$ cat config.mk
export PLATFORM = sky130hd
export DESIGN_NAME = game_flow_ctrl
export DESIGN_NICKNAME = d
export VERILOG_FILES = /design/src/rtl/game_flow_ctrl.sv
export SDC_FILE = /design/constraint.sdc
export NUM_CORES = 1
export LEC_CHECK = 0
export ABC_AREA = 1
export CORE_MARGIN = 2
export CORE_UTILIZATION = 40
export CTS_CLUSTER_DIAMETER = 200
export DETAILED_ROUTE_END_ITERATION = 10
export PLACE_DENSITY_LB_ADDON = 0.15
export SYNTH_ARGS = -nofsm -noshare
export SYNTH_HDL_FRONTEND = slang
export SYNTH_SLANG_ARGS = --single-unit
$ cat constraint.sdc
create_clock -name clk -period 1.83 [get_ports clk]
set_clock_uncertainty 0.15 [all_clocks]
set_input_delay 0.4575 -clock clk [delete_from_list [all_inputs] [get_ports clk]]
set_output_delay 0.4575 -clock clk [all_outputs]
set_load 0.05 [all_outputs]
$ cat src/rtl/game_flow_ctrl.sv
// Game-level sequencer for the racing datapath: paces datapath updates per frame,
// gates steering, and runs the start/countdown/run/pause/crash/over flow with lives.
module game_flow_ctrl #(
  parameter int unsigned LIVES            = 3,
  parameter int unsigned COUNTDOWN_FRAMES = 120,
  parameter int unsigned CRASH_FRAMES     = 90
) (
  input  logic        clk,
  input  logic        reset,
  input  logic        frame_start,
  input  logic        btn_start,
  input  logic        btn_pause,
  input  logic [1:0]  control_in,
  input  logic        colisao,
  input  logic        opp_wrap,
  output logic        step_en,
  output logic [1:0]  control_out,
  output logic        dp_reset,
  output logic [1:0]  lives,
  output logic [15:0] passes,
  output logic [2:0]  state,
  output logic        game_over
);

  localparam int unsigned CNT_W   = 8;
  localparam int unsigned LIVES_W = 2;
  localparam int unsigned PASS_W  = 16;
  localparam int unsigned CTL_W   = 2;

  typedef enum logic [2:0] {
    S_IDLE      = 3'd0,
    S_COUNTDOWN = 3'd1,
    S_RUN       = 3'd2,
    S_PAUSE     = 3'd3,
    S_CRASH     = 3'd4,
    S_OVER      = 3'd5
  } state_t;

  state_t              r_state;
  state_t              w_state_next;
  logic [CNT_W-1:0]    r_cnt;
  logic [CNT_W-1:0]    w_cnt_next;
  logic [LIVES_W-1:0]  r_lives;
  logic [LIVES_W-1:0]  w_lives_next;
  logic [PASS_W-1:0]   r_passes;
  logic [PASS_W-1:0]   w_passes_next;
  logic                r_pause_pend;
  logic                w_pause_pend_next;
  logic                r_step_en;
  logic                w_step_next;
  logic                r_dp_reset;
  logic                w_dp_reset_next;
  logic [CTL_W-1:0]    r_ctl_out;
  logic [CTL_W-1:0]    w_ctl_latch;
  logic [CTL_W-1:0]    w_ctl_next;
  logic                r_game_over;

  logic                r_start_s1, r_start_s2, r_start_d, r_start_edge;
  logic                r_pause_s1, r_pause_s2, r_pause_d, r_pause_edge;
  logic [CTL_W-1:0]    r_ctl_s1, r_ctl_s2;
  logic                w_pause_req;

  // Synchronizers and registered edge detect; the edge is consumed one cycle after detection
  always_ff @(posedge clk or posedge reset) begin
    if (reset) begin
      r_start_s1   <= 1'b0;
      r_start_s2   <= 1'b0;
      r_start_d    <= 1'b0;
      r_start_edge <= 1'b0;
      r_pause_s1   <= 1'b0;
      r_pause_s2   <= 1'b0;
      r_pause_d    <= 1'b0;
      r_pause_edge <= 1'b0;
      r_ctl_s1     <= '0;
      r_ctl_s2     <= '0;
    end else begin
      r_start_s1   <= btn_start;
      r_start_s2   <= r_start_s1;
      r_start_d    <= r_start_s2;
      r_start_edge <= r_start_s2 & ~r_start_d;
      r_pause_s1   <= btn_pause;
      r_pause_s2   <= r_pause_s1;
      r_pause_d    <= r_pause_s2;
      r_pause_edge <= r_pause_s2 & ~r_pause_d;
      r_ctl_s1     <= control_in;
      r_ctl_s2     <= r_ctl_s1;
    end
  end

  assign w_pause_req = r_pause_pend | r_pause_edge;

  always_ff @(posedge clk or posedge reset) begin
    if (reset) begin
      r_state      <= S_IDLE;
      r_cnt        <= '0;
      r_lives      <= '0;
      r_passes     <= '0;
      r_pause_pend <= 1'b0;
      r_step_en    <= 1'b0;
      r_dp_reset   <= 1'b1;
      r_ctl_out    <= '0;
      r_game_over  <= 1'b0;
    end else begin
      r_state      <= w_state_next;
      r_cnt        <= w_cnt_next;
      r_lives      <= w_lives_next;
      r_passes     <= w_passes_next;
      r_pause_pend <= w_pause_pend_next;
      r_step_en    <= w_step_next;
      r_dp_reset   <= w_dp_reset_next;
      r_ctl_out    <= w_ctl_next;
      r_game_over  <= (w_state_next == S_OVER);
    end
  end

  always_comb begin
    w_state_next      = r_state;
    w_cnt_next        = r_cnt;
    w_lives_next      = r_lives;
    w_passes_next     = r_passes;
    w_pause_pend_next = 1'b0;
    w_step_next       = 1'b0;
    w_dp_reset_next   = 1'b0;
    w_ctl_latch       = r_ctl_out;
    w_ctl_next        = '0;

    case (r_state)
      S_IDLE: begin
        if (r_start_edge) begin
          w_state_next  = S_COUNTDOWN;
          w_lives_next  = LIVES_W'(LIVES);
          w_passes_next = '0;
          w_cnt_next    = '0;
        end
      end
      S_COUNTDOWN: begin
        if (frame_start) begin
          if (r_cnt == CNT_W'(COUNTDOWN_FRAMES - 1)) begin
            w_state_next = S_RUN;
            w_cnt_next   = '0;
          end else begin
            w_cnt_next = r_cnt + CNT_W'(1);
          end
        end
      end
      S_RUN: begin
        w_pause_pend_next = w_pause_req;
        if (opp_wrap && (r_passes != '1)) w_passes_next = r_passes + PASS_W'(1);
        // Collision outranks a pending pause on the same frame
        if (frame_start) begin
          if (colisao) begin
            w_state_next      = S_CRASH;
            w_cnt_next        = '0;
            w_pause_pend_next = 1'b0;
            if (r_lives != '0) w_lives_next = r_lives - LIVES_W'(1);
          end else begin
            w_step_next = 1'b1;
            w_ctl_latch = r_ctl_s2;
            if (w_pause_req) begin
              w_state_next      = S_PAUSE;
              w_pause_pend_next = 1'b0;
            end
          end
        end
      end
      S_PAUSE: begin
        w_pause_pend_next = w_pause_req;
        if (frame_start && w_pause_req) begin
          w_state_next      = S_RUN;
          w_pause_pend_next = 1'b0;
        end
      end
      S_CRASH: begin
        if (frame_start) begin
          if (r_cnt == CNT_W'(CRASH_FRAMES - 1)) begin
            w_cnt_next = '0;
            if (r_lives == '0) begin
              w_state_next = S_OVER;
            end else begin
              w_state_next    = S_COUNTDOWN;
              w_dp_reset_next = 1'b1;
            end
          end else begin
            w_cnt_next = r_cnt + CNT_W'(1);
          end
        end
      end
      S_OVER: begin
        if (r_start_edge) begin
          w_state_next    = S_COUNTDOWN;
          w_dp_reset_next = 1'b1;
          w_lives_next    = LIVES_W'(LIVES);
          w_passes_next   = '0;
          w_cnt_next      = '0;
        end
      end
      default: begin
        w_state_next = S_IDLE;
        w_cnt_next   = '0;
      end
    endcase

    if (w_state_next == S_IDLE) w_dp_reset_next = 1'b1;
    if (w_state_next == S_RUN)  w_ctl_next      = w_ctl_latch;
  end

  assign step_en     = r_step_en;
  assign control_out = r_ctl_out;
  assign dp_reset    = r_dp_reset;
  assign lives       = r_lives;
  assign passes      = r_passes;
  assign state       = r_state;
  assign game_over   = r_game_over;

endmodule
==> metrics.md, run 1 <==
| Metric | Value |
|---|---|
| Total wire length | 6.220 mm |
| Top area cells in the synthesized netlist | dfrtp_1, nand2_1, nand3_1, inv_1, nor2_1 |
| Reg area | 1195 um^2 |
| Ys flop type | dfrtp_1 |
| Max Fclk | 0.5873 GHz |
| Final Cycle Share | 93.04% |
| CTS Buf Count | 5 |
| Syn Nets | 365 |
| # rows | 29 |
| Finished Core Util | 57.07% |
| Crit path largest cell delay | 0.45 ns |
| Die Height | 85.34 um |
| Fin. Hold Viols | 0 |
| Critical-path cell list | buf_4, buf_12 |
| Avg Inst Size Synth | 7.518 um^2 |
| Max-slew headroom | 75.58% |
| Initial antenna violation count | 0 |
| PwrDens | 1049 nW/um^2 |
| RSZ-0062 raised after global routing | no |
| Layout cells sized above 1 | 24.88% |
| Antenna-violating nets left | 0 |
| Worst R2R Path Depth | 9 |
| Max stage delay cell, worst path | dfrtp_1 |
| Status | completed |
| Most common cell after layout, fill and taps aside | nand2_1 |
| Residual DRC | 0 |
| Die area | 7282 um^2 |
| Setup Crit Path Kind | reg -> out |
| CP top delay family | flip-flops |
| Type of the tightest min-delay check | reg -> reg |
| Ports | 35 |
| Buf/Inv on CP | 2 |
| Setup crit end kind | output pin |
| CP arrival | 1.10 ns |
| Grt ovf | 0 |
| Post-synth EDFFs | 0 |
| Yosys reg bits | 47 |
| Max-Cap Viols | 0 |
| Mean number of vias per cell | 5.018 |
| Hold path startpoint | r_start_s1 |
| Largest net degree at the start of global routing | 48 |
| DR vias | 2,464 |
| Flop2flop setup slack | 0.13 ns |
| Area taken by multi-input logic gates | 1299 um^2 |
| Initial Utilization | 41.44% |
| First-pass iteration count of the detailed router | 4 |
| Post-synth top area cell | dfrtp_1 |
| Worst EP required | 1.22 ns |
| Number of global-route vias before repair | 2,299 |
| Setup TNS | 0 ns |
| Max Buffers Root-to-Sink | 2 |
| Gate Count Post-Synth | 352 |
| Yosys cell types | 31 |
| Crit-path max FO | 5 |
| # setup viols final | 0 |
| Area Overhead vs Synth | 37.73% |
| Clock sink total | 47 |
| Async S/R FF share, synth | 100.0% |
| First-pass GRT wire length | 10.69 mm |
| Seq/Total Area, Yosys | 44.49% |
| 1st-iter DRT viols | 137 |
| Antenna cells | 0 |
| Hold path cells | 0 |
| Cell Area, Synth | 2646 um^2 |
| CTS tree | built |
| RePlAce Congestion | 0.8556 |
| Post-synth top area share | 43.50% |
| Reg clk slew, reported paths | 0.10 ns |
| Worst flop-to-flop path startpoint | passes[1] |
| Leak | 1.694 nW |
| CTS H-tree depth | 2 |
| WL/cell | 12.67 um |
| Peak supply drop | 0.7842 mV |
| Clk_lat worst skew | 0.31 ns |
| Slew @ Worst Pin | 0.3659 ns |
| Startpoint Class | flop |
| WHS Endpoint | r_start_s2 |
| Core area | 6386 um^2 |
| IO buf count | 34 |
| GRT Total Usage | 18.07% |
| Clock Tree Root | clkbuf_8 |
| Pins Over Slew Limit | 0 |
| Nets | 426 |
| Detailed Place HPWL | 4.496 mm |
| Die Wd | 85.34 um |
| Ys Warns | 0 |
| Period minus WS final | 1.703 ns |
| FF-to-FF End | passes[5] |
| Most frequent cells in the layout | nand2_1, inv_1, nor2_1 |
| FILL cells | 614 |
-- where the power goes --
group / switching [mW] / internal (mW) / total (mW)
Sequential: 0.181 / 1.19 / 1.37
Clock: 0.396 / 0.289 / 0.685
Combinational: 1.05 / 0.710 / 1.77
Total: 1.63 / 2.19 / 3.82
-- cell families after synthesis --
kind of cell	share of synthesized area, %
DFF	44.49
xor gates and xnor gates	1.986
adders and majority gates	1.891
and+or+nand+nor	35.51
AOI/OAI and AO/OA	8.133
buffers and inverters	7.990
-- area by class of cell --
class / count / area share [%]
flip-flops and latches: 47 / 32.78
multi-input cells: 258 / 35.63
clock buffers: 5 / 1.888
inverters: 43 / 4.497
repair buffers: 58 / 21.76
clock inverters: 3 / 0.7896
well taps: 77 / 2.643
-- through the flow --
stage	setup WS [ns]	power, mW	instances	instance area, um^2	hold WS [ns]
floorplan	0.007612	2.494	352	2675	0.1812
global placement	-0.09137	3.090	480	3500	0.1835
detailed placement	-0.1058	3.118	480	3500	0.1871
CTS	0.1037	3.829	488	3597	0.2118
global route	0.0006914	4.127	491	3645	0.2144
finish	0.1274	3.825	491	3645	0.2064
-- worst max path at each step --
stage / slack, ns / end / start / depth (start not counted)
final: 0.13 / state[0] / state[0] / 2
after global routing: 0.0007 / dp_reset / r_cnt[1] / 8
after CTS: 0.10 / passes[5] / passes[1] / 9
after detailed placement: -0.11 / control_out[0] / frame_start / 9
after global placement: -0.09 / control_out[0] / frame_start / 9
after floorplan: 0.008 / passes[0] / reset / 1
-- synth_stat cells (3+ instances only) --
master	number
nand2_1	119
dfrtp_1	46
inv_1	39
nor2_1	37
nand3_1	32
o21ai_1	13
nand4_1	10
a21oi_1	5
o21ai_2	5
xor2_1	5
ha_1	4
inv_2	4
nor2_2	4
o21ai_0	4
o21bai_1	4
nor2_4	3
-- metal layers --
layer  global-route usage [%]  share of wire, %  vias to the layer above
met5                        0                 0                        -
met4                    5.628               1.7                        0
met3                    3.307               3.9                       11
met2                    27.13                47                       54
met1                    26.47                47                     1164
li1                         -                 -                     1235
-- sequential cells by signal, indices dropped and copies added (netlist names), 2 cells and up --
register,cells
r_cnt,8
state,3
passes,16
lives,2
control_out,2
r_ctl_s2,2
r_ctl_s1,2
-- timing repair --
| action | CTS | global route |
|---|---|---|
| endpoints found under the setup margin | 0 | 16 |
| resized for setup | 0 | 6 |
| hold buffers | 0 | 0 |
| buffers inserted | 0 | 2 |
Note: power is estimated with default switching activity, not from simulation.
==> run 2: changes to the inputs <==
- ABC_AREA: 1 -> 0
- CORE_MARGIN: 2 -> not set
==> metrics.md, run 2 <==
| Metric | Value |
|---|---|
| Async S/R FF share, synth | 100.0% (unchanged) |
| GRT Total Usage | 21.00% (+2.9 points) |
| Avg Inst Size Synth | 10.14 um^2 (+35%) |
| Reg power frac | 26.1% (-9.8 points) |
| Setup Crit Path Kind | reg -> reg |
| Ys Warns | 0 (unchanged) |
| Most frequent cells in the layout | buf_4, dfrtp_1, buf_12 |
| Max Fclk | 0.5166 GHz (-12%) |
| CP Launch Point | state[0] |
| CP arrival | 1.98 ns (+0.88 ns) |
| Reg clk slew, reported paths | 0.09 ns (about the same) |
| Area Overhead vs Synth | 65.48% |
| Die area | 6294 um^2 (-14%) |
| Max Buffers Root-to-Sink | 2 (unchanged) |
| Worst R2R Path Depth | 7 (-2) |
| Setup TNS | -0.7210 ns (-0.7210 ns) |
| Sw Share | 40.68% (-2.0 points) |
| Gate power share | 60.6% (+14 points) |
| CTS H-tree depth | 2 (unchanged) |
| Layout cells sized above 1 | 48.21% (+23 points) |
| Crit-path max FO | 7 (+2) |
| Setup crit end kind | flop |
| Max-Cap Viols | 0 (unchanged) |
| Nets | 348 (-18%) |
| Detailed Place HPWL | 4.276 mm (-4.9%) |
| First-pass GRT wire length | 10.05 mm (-5.9%) |
| Fin. Hold Viols | 0 (unchanged) |
| Hold path startpoint | r_pause_s1 |
| Residual DRC | 0 (unchanged) |
| Ys flop type | dfrtp_1 |
| Antenna-violating nets left | 0 (unchanged) |
| Yosys cell types | 54 (+74%) |
| Pins Over Slew Limit | 0 (unchanged) |
| # setup viols final | 16 (+16) |
| Total wire length | 6.358 mm (+2.2%) |
| Mean number of vias per cell | 5.370 (+7.0%) |
| Gate Count Post-Synth | 236 (-33%) |
| Clock Power Share | 13.3% (-4.6 points) |
| Seq/Total Area, Yosys | 49.22% (+4.7 points) |
| Post-synth top area share | 48.12% (+4.6 points) |
| CTS Hold Bufs | 0 (unchanged) |
| Initial Utilization | 42.40% (+0.97 points) |
| Post-synth top cells | dfrtp_1, nor2_1, nand2_1, inv_1, nand3_1 |
| Clk_lat worst skew | 0.30 ns (about the same) |
| Hold path cells | 0 (unchanged) |
| CTS tree | built |
| Most common cell in the synthesized netlist | dfrtp_1 |
| Die Wd | 79.34 um (-7.0%) |
| Yosys reg bits | 47 (unchanged) |
| Period minus WS final | 1.936 ns (+0.2331 ns) |
| Core area | 5642 um^2 (-12%) |
| Ports | 35 (unchanged) |
| Post-synth top area cell | dfrtp_1 |
| Pre-CTS setup slack | -0.4368 ns (-0.3310 ns) |
| Sw power | 2.373 mW (+45%) |
| Number of global-route vias before repair | 2,110 (-8.2%) |
| Leak | 1.754 nW (+3.6%) |
| Fin worst setup slack | -0.1057 ns (-0.2331 ns) |
| RSZ-0062 raised after global routing | yes |
| WL/cell | 15.58 um (+23%) |
| Antenna cells | 0 (unchanged) |
| Clock sink total | 47 (unchanged) |
| Grt ovf | 0 (unchanged) |
| Top area cells in the synthesized netlist | dfrtp_1, nor2_1, xnor2_1, nand2_1, nand3_1 |
| DR vias | 2,191 (-11%) |
| Post-synth EDFFs | 0 (unchanged) |
| # rows | 27 (-6.9%) |
| Slew @ Worst Pin | 0.3588 ns (-0.007111 ns) |
| Largest net degree at the start of global routing | 48 (unchanged) |
| PwrDens | 1473 nW/um^2 (+40%) |
| Clock Tree Root | clkbuf_8 |
| Startpoint Class | flop |
| Worst EP required | 1.87 ns (+0.65 ns) |
| Syn Nets | 249 (-32%) |
| Worst flop-to-flop path startpoint | state[0] |
| Violated checks | negative setup slack |
| Initial antenna violation count | 0 (unchanged) |
| Max-slew headroom | 75.89% (+0.32 points) |
| Status | finished, violations left |
| Most common cell after layout, fill and taps aside | buf_4 |
| CTS Buf Count | 5 (unchanged) |
| Max reg flops | 16 (unchanged) |
| Cell Area, Synth | 2392 um^2 (-9.6%) |
| Type of the tightest min-delay check | reg -> reg |
| 1st-iter DRT viols | 62 (-55%) |
| First-pass iteration count of the detailed router | 4 (unchanged) |
| Die Height | 79.34 um (-7.0%) |
| Final Cycle Share | 105.8% (+13 points) |
| RePlAce Congestion | 0.8260 (-3.5%) |
| Int Pwr | 3.460 mW (+58%) |
| Peak supply drop | 1.025 mV (+31%) |
| IO buf count | 34 (unchanged) |
run 2: path summary, 6_finish.rpt:
| check | end | slack, ns |
|---|---|---|
| max | r_cnt[6] | -0.11 |
| min | r_pause_s2 | 0.20 |
| max reg2reg | r_cnt[6] | -0.11 |
| min reg2reg | r_pause_s2 | 0.20 |
| max in group asynchronous | dp_reset | 0.90 |
| min in group asynchronous | passes[1] | 0.36 |
run 2: metal layers:
| layer | vias up | global-route usage (%) | share of wire, % |
|---|---|---|---|
| met5 | - | 0 | 0 |
| met4 | 0 | 6.182 | 1.9 |
| met3 | 12 | 3.563 | 3.3 |
| met2 | 51 | 35.17 | 51 |
| met1 | 1081 | 27.76 | 44 |
| li1 | 1047 | - | - |
run 2: critical path, cell delays in order, from the launching register on:
cell	delay, ns
dfrtp_2	0.46
buf_6	0.17
buf_6	0.11
inv_4	0.02
or3_4	0.35
o21ai_4	0.21
nand2b_4	0.13
o41ai_2	0.23
run 2: kinds of logic (layout without fill, tap and decap cells):
| logic type | count (synthesis) | count (layout) | synth area share [%] |
|---|---|---|---|
| AND/OR/NAND/NOR | 105 | 105 | 25.21 |
| flip-flops | 47 | 47 | 49.22 |
| AO/OA/AOI/OAI | 41 | 41 | 12.76 |
| buffers and inverters | 23 | 123 | 4.550 |
| XOR/XNOR | 12 | 12 | 4.393 |
| adder cells (fa/ha/maj) | 4 | 4 | 2.092 |
| multiplexers | 4 | 4 | 1.778 |
run 2: final cells by class:
| class | count | area [um^2] |
|---|---|---|
| flip-flops and latches | 47 | 1192 |
| fillers | 398 | 1683 |
| well taps | 72 | 90.09 |
| repair buffers | 101 | 1151 |
| inverters | 14 | 55.05 |
| clock buffers | 6 | 72.57 |
| multi-input cells | 166 | 1360 |
| clock inverters | 2 | 37.54 |
run 2: through the flow:
step	hold slack, ns	cells	util [%]	instance area (um^2)	total power [mW]
final	0.2038	408	70.17	3959	5.833
after global routing	0.2153	408	70.17	3959	6.127
after CTS	0.2066	405	67.31	3797	5.505
after detailed placement	0.1864	394	62.85	3546	4.490
after global placement	0.1848	394	62.85	3546	4.436
after floorplan	0.1812	236	-	2457	3.045
run 2: repair_timing:
action                                  4_1_cts  5_1_grt
setup buffers                                 3        4
endpoints found under the setup margin       22       28
pin swaps                                    13       11
resized for setup                            27       31
run 2: power by group through the flow:
stage                     clock network [mW]  registers, mW  logic (mW)
final                                  0.775           1.52        3.54
after global routing                   0.829           1.55        3.75
after CTS                              0.785           1.52        3.20
after detailed placement                   0           1.53        2.96
after global placement                     0           1.53        2.91
after floorplan                            0           2.08       0.962
